### src/rtl/apb_arb_pkg.sv
// Shared definitions for the two-requester APB master arbiter.
//   - FSM state encoding (IDLE / SETUP / ACCESS)
//   - default bus widths, requester count and ACCESS watchdog limit
// The watchdog itself is only built when APB_ARB_TIMEOUT_EN is defined.
package apb_arb_pkg;

    localparam int unsigned ADDR_W_DEF         = 32;
    localparam int unsigned DATA_W_DEF         = 32;
    localparam int unsigned NUM_REQ            = 2;
    localparam int unsigned TIMEOUT_CYCLES_DEF = 16;

    typedef enum logic [1:0] {
        ST_IDLE   = 2'd0,
        ST_SETUP  = 2'd1,
        ST_ACCESS = 2'd2
    } apb_state_e;

endpackage

### src/rtl/apb_rr_arbiter.sv
// Two-way round-robin grant generator.
// Ports:
//   PCLK, PRESETn   clock / async active-low reset
//   valid_i[1:0]    pending requests
//   advance_i       a grant was taken this cycle; remember who won
//   grant_o[1:0]    one-hot grant (combinational from valid_i and history)
// After reset requester 0 wins a tie.
module apb_rr_arbiter
    import apb_arb_pkg::*;
(
    input  logic               PCLK,
    input  logic               PRESETn,
    input  logic [NUM_REQ-1:0] valid_i,
    input  logic               advance_i,
    output logic [NUM_REQ-1:0] grant_o
);

    // Index of the requester granted last. Resetting it to 1 makes
    // requester 0 the first winner of a tie.
    logic last_q;
    logic last_d;

    always_comb begin
        grant_o = '0;
        case (valid_i)
            2'b01:   grant_o = 2'b01;
            2'b10:   grant_o = 2'b10;
            2'b11:   grant_o = last_q ? 2'b01 : 2'b10;
            default: grant_o = '0;
        endcase
    end

    always_comb begin
        last_d = last_q;
        if (advance_i && (grant_o != '0)) begin
            last_d = grant_o[1];
        end
    end

    always_ff @(posedge PCLK or negedge PRESETn) begin
        if (!PRESETn) begin
            last_q <= 1'b1;
        end else begin
            last_q <= last_d;
        end
    end

endmodule

### src/rtl/apb_master_arbiter.sv
// Two-requester APB master: arbitrates round-robin between req0/req1 and
// runs one APB transfer at a time (IDLE -> SETUP -> ACCESS -> IDLE).
// Ports:
//   PCLK, PRESETn                  clock / async active-low reset
//   reqN_valid/write/addr/wdata    request side, reqN_ready grant pulse
//   rspN_valid/rdata/err           one-cycle completion, no backpressure
//   PSELx/PENABLE/PWRITE/PADDR/PWDATA, PRDATA/PREADY/PSLVERR   APB bus
// Build option:
//   APB_ARB_TIMEOUT_EN  adds an ACCESS watchdog that ends a transfer with
//                       err=1 after TIMEOUT_CYCLES wait cycles.
//
// state     | meaning
// ----------+-----------------------------------------------------------
// ST_IDLE   | bus idle, address/data driven 0, grant a pending request
// ST_SETUP  | PSELx=1, PENABLE=0, latched transfer on the bus
// ST_ACCESS | PSELx=1, PENABLE=1, wait for PREADY (or watchdog)
module apb_master_arbiter
    import apb_arb_pkg::*;
#(
    parameter int unsigned ADDR_W         = ADDR_W_DEF,
    parameter int unsigned DATA_W         = DATA_W_DEF,
    parameter int unsigned TIMEOUT_CYCLES = TIMEOUT_CYCLES_DEF
) (
    input  logic              PCLK,
    input  logic              PRESETn,

    input  logic              req0_valid,
    input  logic              req0_write,
    input  logic [ADDR_W-1:0] req0_addr,
    input  logic [DATA_W-1:0] req0_wdata,
    output logic              req0_ready,
    output logic              rsp0_valid,
    output logic [DATA_W-1:0] rsp0_rdata,
    output logic              rsp0_err,

    input  logic              req1_valid,
    input  logic              req1_write,
    input  logic [ADDR_W-1:0] req1_addr,
    input  logic [DATA_W-1:0] req1_wdata,
    output logic              req1_ready,
    output logic              rsp1_valid,
    output logic [DATA_W-1:0] rsp1_rdata,
    output logic              rsp1_err,

    output logic              PSELx,
    output logic              PENABLE,
    output logic              PWRITE,
    output logic [ADDR_W-1:0] PADDR,
    output logic [DATA_W-1:0] PWDATA,
    input  logic [DATA_W-1:0] PRDATA,
    input  logic              PREADY,
    input  logic              PSLVERR
);

    apb_state_e          state_q, state_d;
    logic                sel_q, sel_d;        // granted requester index
    logic                psel_q, psel_d;
    logic                penable_q, penable_d;
    logic                pwrite_q, pwrite_d;
    logic [ADDR_W-1:0]   paddr_q, paddr_d;
    logic [DATA_W-1:0]   pwdata_q, pwdata_d;
    logic [NUM_REQ-1:0]  rsp_valid_q, rsp_valid_d;
    logic                rsp_err_q, rsp_err_d;
    logic [DATA_W-1:0]   rsp_rdata_q, rsp_rdata_d;
    // Low from reset until the first clock after release, so that ready
    // stays 0 while PRESETn is low regardless of reqN_valid.
    logic                run_q;

    logic [NUM_REQ-1:0]  req_valid;
    logic [NUM_REQ-1:0]  gnt;
    logic                accept;
    logic                xfer_done;

`ifdef APB_ARB_TIMEOUT_EN
    // Counts completed wait cycles in ACCESS; the wait cycle that would
    // bring it to TIMEOUT_CYCLES ends the transfer instead.
    localparam int unsigned TMO_W = (TIMEOUT_CYCLES > 1) ? $clog2(TIMEOUT_CYCLES) : 1;
    localparam logic [TMO_W-1:0] TMO_LAST = TMO_W'(TIMEOUT_CYCLES - 1);
    logic [TMO_W-1:0]    tmo_cnt_q, tmo_cnt_d;
`endif

    assign req_valid = {req1_valid, req0_valid};
    assign accept    = run_q && (state_q == ST_IDLE) && (|req_valid);

    apb_rr_arbiter u_rr (
        .PCLK      (PCLK),
        .PRESETn   (PRESETn),
        .valid_i   (req_valid),
        .advance_i (accept),
        .grant_o   (gnt)
    );

    assign req0_ready = accept & gnt[0];
    assign req1_ready = accept & gnt[1];

    always_comb begin
        state_d     = state_q;
        sel_d       = sel_q;
        psel_d      = psel_q;
        penable_d   = penable_q;
        pwrite_d    = pwrite_q;
        paddr_d     = paddr_q;
        pwdata_d    = pwdata_q;
        rsp_valid_d = '0;
        rsp_err_d   = 1'b0;
        rsp_rdata_d = '0;
        xfer_done   = 1'b0;
`ifdef APB_ARB_TIMEOUT_EN
        tmo_cnt_d   = tmo_cnt_q;
`endif
        case (state_q)
            ST_IDLE: begin
                if (accept) begin
                    sel_d    = gnt[1];
                    pwrite_d = gnt[1] ? req1_write : req0_write;
                    paddr_d  = gnt[1] ? req1_addr  : req0_addr;
                    pwdata_d = gnt[1] ? req1_wdata : req0_wdata;
                    psel_d   = 1'b1;
                    state_d  = ST_SETUP;
                end
            end
            ST_SETUP: begin
                penable_d = 1'b1;
                state_d   = ST_ACCESS;
`ifdef APB_ARB_TIMEOUT_EN
                tmo_cnt_d = '0;
`endif
            end
            ST_ACCESS: begin
                // PREADY is checked first so a completion on the limit
                // cycle wins over the watchdog.
                if (PREADY) begin
                    xfer_done   = 1'b1;
                    rsp_err_d   = PSLVERR;
                    rsp_rdata_d = pwrite_q ? '0 : PRDATA;
                end
`ifdef APB_ARB_TIMEOUT_EN
                else if (tmo_cnt_q == TMO_LAST) begin
                    xfer_done = 1'b1;
                    rsp_err_d = 1'b1;
                end else begin
                    tmo_cnt_d = tmo_cnt_q + TMO_W'(1);
                end
`endif
                if (xfer_done) begin
                    state_d            = ST_IDLE;
                    psel_d             = 1'b0;
                    penable_d          = 1'b0;
                    pwrite_d           = 1'b0;
                    paddr_d            = '0;
                    pwdata_d           = '0;
                    rsp_valid_d[sel_q] = 1'b1;
                end
            end
            default: begin
                state_d   = ST_IDLE;
                psel_d    = 1'b0;
                penable_d = 1'b0;
                pwrite_d  = 1'b0;
                paddr_d   = '0;
                pwdata_d  = '0;
            end
        endcase
    end

    always_ff @(posedge PCLK or negedge PRESETn) begin
        if (!PRESETn) begin
            state_q     <= ST_IDLE;
            sel_q       <= 1'b0;
            psel_q      <= 1'b0;
            penable_q   <= 1'b0;
            pwrite_q    <= 1'b0;
            paddr_q     <= '0;
            pwdata_q    <= '0;
            rsp_valid_q <= '0;
            rsp_err_q   <= 1'b0;
            rsp_rdata_q <= '0;
            run_q       <= 1'b0;
`ifdef APB_ARB_TIMEOUT_EN
            tmo_cnt_q   <= '0;
`endif
        end else begin
            state_q     <= state_d;
            sel_q       <= sel_d;
            psel_q      <= psel_d;
            penable_q   <= penable_d;
            pwrite_q    <= pwrite_d;
            paddr_q     <= paddr_d;
            pwdata_q    <= pwdata_d;
            rsp_valid_q <= rsp_valid_d;
            rsp_err_q   <= rsp_err_d;
            rsp_rdata_q <= rsp_rdata_d;
            run_q       <= 1'b1;
`ifdef APB_ARB_TIMEOUT_EN
            tmo_cnt_q   <= tmo_cnt_d;
`endif
        end
    end

    assign PSELx   = psel_q;
    assign PENABLE = penable_q;
    assign PWRITE  = pwrite_q;
    assign PADDR   = paddr_q;
    assign PWDATA  = pwdata_q;

    // Response payload is shared; each port only sees it while its own
    // valid is high.
    assign rsp0_valid = rsp_valid_q[0];
    assign rsp1_valid = rsp_valid_q[1];
    assign rsp0_rdata = rsp_valid_q[0] ? rsp_rdata_q : '0;
    assign rsp1_rdata = rsp_valid_q[1] ? rsp_rdata_q : '0;
    assign rsp0_err   = rsp_valid_q[0] & rsp_err_q;
    assign rsp1_err   = rsp_valid_q[1] & rsp_err_q;

endmodule

### config.mk
export PLATFORM = sky130hd
export DESIGN_NAME = apb_master_arbiter
export DESIGN_NICKNAME = d
export VERILOG_FILES = /design/src/rtl/apb_arb_pkg.sv /design/src/rtl/apb_rr_arbiter.sv /design/src/rtl/apb_master_arbiter.sv
export SDC_FILE = /design/constraint.sdc
export NUM_CORES = 1
export LEC_CHECK = 0
export ABC_CLOCK_PERIOD_IN_PS = 4450
export BUFFER_PORTS_ARGS = -buffer_cell sky130_fd_sc_hd__buf_2
export CAP_MARGIN = 10
export CORE_MARGIN = 2
export CORE_UTILIZATION = 25
export DETAILED_ROUTE_END_ITERATION = 8
export PLACE_DENSITY = 0.48
export SYNTH_ARGS = -nofsm -noshare
export SYNTH_HDL_FRONTEND = slang
export SYNTH_SLANG_ARGS = --single-unit
### constraint.sdc
create_clock -name PCLK -period 4.45 [get_ports PCLK]
set_input_delay 0.89 -clock PCLK [delete_from_list [all_inputs] [get_ports PCLK]]
set_output_delay 0.89 -clock PCLK [all_outputs]
set_load 0.03 [all_outputs]
Yosys cells after proc, flatten, opt, wreduce, memory -nomap -nowiden
Index checks and enable logic that the tools add are counted.

Bits in registers: 107. Logic and storage cells: 70. Input bits: 168.

Eq/ne operators: 7. Bitwise gates (word level): 6. $lt $le $gt $ge: 2. Mux-type cells: 32. Reductions and logical operators: 11.

Operator list (number): $mux W32 (10); $pmux W32 S3 (2); $pmux W2 S3 (2); $mux W2 (5); $mux W1 (9); $pmux W1 S3 (3); $eq A2 B2 Y1 const B (3); $reduce_and A2 Y1 (3); $and A1 B1 Y1 (4); $eq A2 B1 Y1 const B (2); $logic_and A1 B1 Y1 (4); $ne A2 B2 Y1 const B (2); $reduce_and A3 Y1 (1); $logic_not A2 Y1 (1); $lt A1 B2 Y1 const B (1); $not A1 Y1 (2); $reduce_bool A2 Y1 (1); $reduce_or A2 Y1 (1); $demux W1 S1 (1); $ge A1 B1 Y1 const B (1).

Depth between registers and ports, before layout
Depth in word-level cells: 6. Depth in mapped cells: 5. Mapped depth without buffers: 4.

By module
A second synthesis with hierarchy kept.

Cell total of the unflattened synthesis: 543. Area, all modules: 5551.6 µm².

By module, submodules not included: apb_master_arbiter (sequential area each 2652.5 µm², times used 1, cells each 537, area each 5495.3 µm²); apb_rr_arbiter (sequential area each 26.3 µm², times used 1, cells each 6, area each 56.3 µm²).

Worst setup path after synthesis
No wires, ideal clock.

Path kind: input to output. Start point: input port req1_valid. End point: output port req1_ready. Stages on the path: 4. Setup slack: 1667 ps. Data arrival time: 1893 ps. Required time: 3560 ps. Path buffers: 2. Path through: a21bo_2 -> buf_4 -> buf_4 -> nor2_1.

Longest elaborated chain between the ends: 3. Elaborated cells between the ends (all ways): 7.

Ends and longest elaborated chain: start: declaration (RTL line apb_master_arbiter.sv:36) `input logic req1_valid,`; $eq A2 B2 Y1, or another cell as far along (RTL line apb_rr_arbiter.sv:25) `case (valid_i)`; $pmux W2 S3 or $logic_and A1 B1 Y1 (tied branches) (RTL line apb_rr_arbiter.sv:25, apb_master_arbiter.sv:83); $and A1 B1 Y1 (*) (RTL line apb_master_arbiter.sv:94) `assign req1_ready = accept & gnt[1];`; end: declaration (RTL line apb_master_arbiter.sv:40) `output logic req1_ready,`.

Every way passes the cells marked *; elsewhere a longest branch is shown, timed or not.

Final worst setup path
Same ends and word-level chain as after synthesis.

==> results.md <==
- Final instance area: 0.00719 sq mm
- Syn Inst Count: 458
- # rows: 53
- Crit path launch: req1_valid
- Post-Route WL: 15.8 mm
- CP dominant cell by count: buf_2
- Critical path fanouts, max: 33
- Final hold vios: 0
- Clock skew: 0.00976 ns
- Final Total Pwr: 3.54 mW
- Detail Route Antenna Nets: 0
- Drt first pass iters: 4
- CTS tree: yes
- Lkg Pwr: 3.96 nW
- Tot GR Track Use: 0.142
- Mean Syn Cell Area: 11.5 sq um
- Drt wl/cell: 15.5 um
- WP data arrival: 1.93 ns
- Starting density of the core: 0.252
- Buf/Inv on CP: 2
- Die Width: 149 um
- Later-pin clock latency in the skew report: 0.35 ns
- Fmax: 355 MHz
- Vias per inst: 4.31
- Period minus WS final: 2.82 ns
- Boundary Pins: 305
- Endpoints failing setup: 0
- VDD IR max: 0.000175 V
- Max stage delay on crit path: 0.59 ns
- Slowest CP cell: a21bo_4
- Slew margin rel.: 0.348
- Synth unique cells: 28
- Worst endpoint required time: 3.56 ns
- CP endpoint kind: output pin
- Filler cells: 2193
- Max-slew violations: 0
- Tightest Hold Check Type: reg -> reg
- DR DRC count: 0
- #FFs+latches synth: 107
- Share of cells above drive strength 1: 0.525
- Power per Cell Area: 492 mW/mm^2
- Vias in the first global route: 4385
- Post-CTS Setup Bufs: 0
- Clock-pin transition on the worst setup and hold timing paths: 0.07 ns
- RSZ-0062 raised after global routing: false
- Clk sinks: 107
- R2R Path Start: u_rr.last_q
- Startpoint types: primary input
- Delay-heaviest family, CP: compound AO/OA/AOI/OAI gates
- Antenna fix cells: 0
- Max-cap violations: 0
- CTS Buffer Depth: 2
- Area Overhead vs Synth: 36.9%
- CTS Hold Buffers Added: 0
- First-pass GRT wire length: 24.5 mm
- Post-Syn Area: 0.00525 sq mm
- Final period utilization: 0.633
- Nets@finish: 910
- RePlAce Congestion: 0.730
- Dpl cell area: 0.00691 sq mm
- DIE AREA: 0.0222 sq mm
- Post-DP HPWL: 11.2 mm
- Number of CTS-inserted buffers: 9
- DR iter-0 viols: 163
- Ys Warns: 0
- Die height: 149 um
- Initial antenna violation count: 1
- Clock root buffer master: clkbuf_16
- Post-synthesis sequential area ratio: 0.510
- Hold Startpoint: sel_q
- Setup_tns: 0 ns
- Overflow after GRT: 0
- Status: completed
- Largest net degree at the start of global routing: 108
- Routed vias: 4403
- Core region area: 0.0208 sq mm
- Port Buffer Count: 304
- Worst-Margin Slew: 0.976 ns
- H-tree depth: 3
- Post-CTS sizing: 0
- Synthesized Nets: 626
- CP Class: in -> out
- CP Cell Sequence: buf_2 -> a21bo_4 -> nor2_1 -> buf_2
cell type report:
cell class,instances,area (sq um),share of cell area
Multi-Input combinational cell,251,2070,0.287
Clock inverter,6,50.0,0.00697
Timing Repair Buffer,310,1580,0.220
Clock buffer,10,229,0.0319
Inverter,63,236,0.0329
Tap cell,275,344,0.0479
Sequential cell,107,2680,0.373
Yosys cell counts:
master	number	area [sq um]
conb_1	1	3.75
nor3b_2	1	12.5
buf_6	18	203
nor3_1	1	5.00
clkbuf_1	10	37.5
a221o_1	60	601
buf_4	3	22.5
buf_1	2	7.51
and2_1	98	613
dfrtp_1	106	2650
and3_1	1	6.26
o21a_1	1	7.51
nor2_1	8	30.0
o2bb2ai_1	5	43.8
buf_2	4	20.0
nand2_1	1	3.75
a21bo_2	1	10.0
a21o_1	2	15.0
mux2i_1	5	50.1
nand3b_1	1	7.51
or2_1	1	6.26
or3b_1	1	8.76
nor3_2	59	591
mux2_2	1	11.3
nand2b_1	1	6.26
a21oi_1	2	10.0
inv_1	63	236
dfstp_2	1	26.3
per-stage QoR:
step / util / instances / setup slack (ns) / hold slack [ns]
6_report: 0.345 / 1022 / 1.63 / 0.425
5_1_grt: 0.345 / 1022 / 1.53 / 0.440
4_1_cts: 0.345 / 1022 / 1.59 / 0.424
3_5_place_dp: 0.332 / 1006 / 1.59 / 0.412
3_3_place_gp: 0.332 / 1006 / 1.60 / 0.411
2_1_floorplan: - / 458 / 1.67 / 0.403
power by group:
group | total, mW | switching, mW | internal (mW)
Clock | 0.779 | 0.391 | 0.388
Combinational | 1.36 | 0.910 | 0.453
Sequential | 1.40 | 0.165 | 1.23
Total | 3.54 | 1.47 | 2.07
routing by layer:
layer  vias up  share of wire  track usage
met5         -        0.00057            0
met4         2          0.016       0.0462
met3        18          0.075       0.0370
met2       199           0.48        0.236
met1      2061           0.42        0.182
li1       2123              -            -
worst paths after layout:
path,endpoint,cells past startpoint,slack (ns)
worst max-delay path,req1_ready,4,1.63
worst min-delay path,rsp_valid_q[0],1,0.43
worst max register to register,PADDR[28],4,2.19
worst min register to register,rsp_valid_q[0],1,0.43
max in group asynchronous,PADDR[20],2,3.40
min in group asynchronous,rsp_rdata_q[18],2,0.60
state kept, by name (all words and copies together), names as in the netlist:
signal       count
PSELx            1
rsp_valid_q      2
PENABLE          1
rsp_rdata_q     32
sel_q            1
state_q          2
PADDR           32
PWRITE           1
u_rr.last_q      1
PWDATA          32
rsp_err_q        1
run_q            1
placed cells by master (no fill, tap or decap), drive strengths merged:
cell      Yosys  final
nor3         60     60
and2         98     98
mux2i         5      5
mux2          1      1
dfrtp       106    106
nand2         1      1
clkbuf       10     10
dfstp         1      1
inv          63     65
conb          1      1
and3          1      1
clkinvlp      0      1
nand2b        1      1
clkinv        0      3
nor2          8      8
buf          27    310
o21a          1      1
a21bo         1      1
a221o        60     60
or2           1      1
o2bb2ai       5      5
a21oi         2      2
nand3b        1      1
a21o          2      2
or3b          1      1
nor3b         1      1
cell families after synthesis:
kind of cell / Yosys count / synth area share
AOI/OAI and AO/OA: 71 / 0.131
buffers and inverters: 100 / 0.100
DFF: 107 / 0.510
muxes: 6 / 0.0117
other: 1 / 0.000715
and+or+nand+nor: 173 / 0.246
Power figures use the tool's default switching activity.
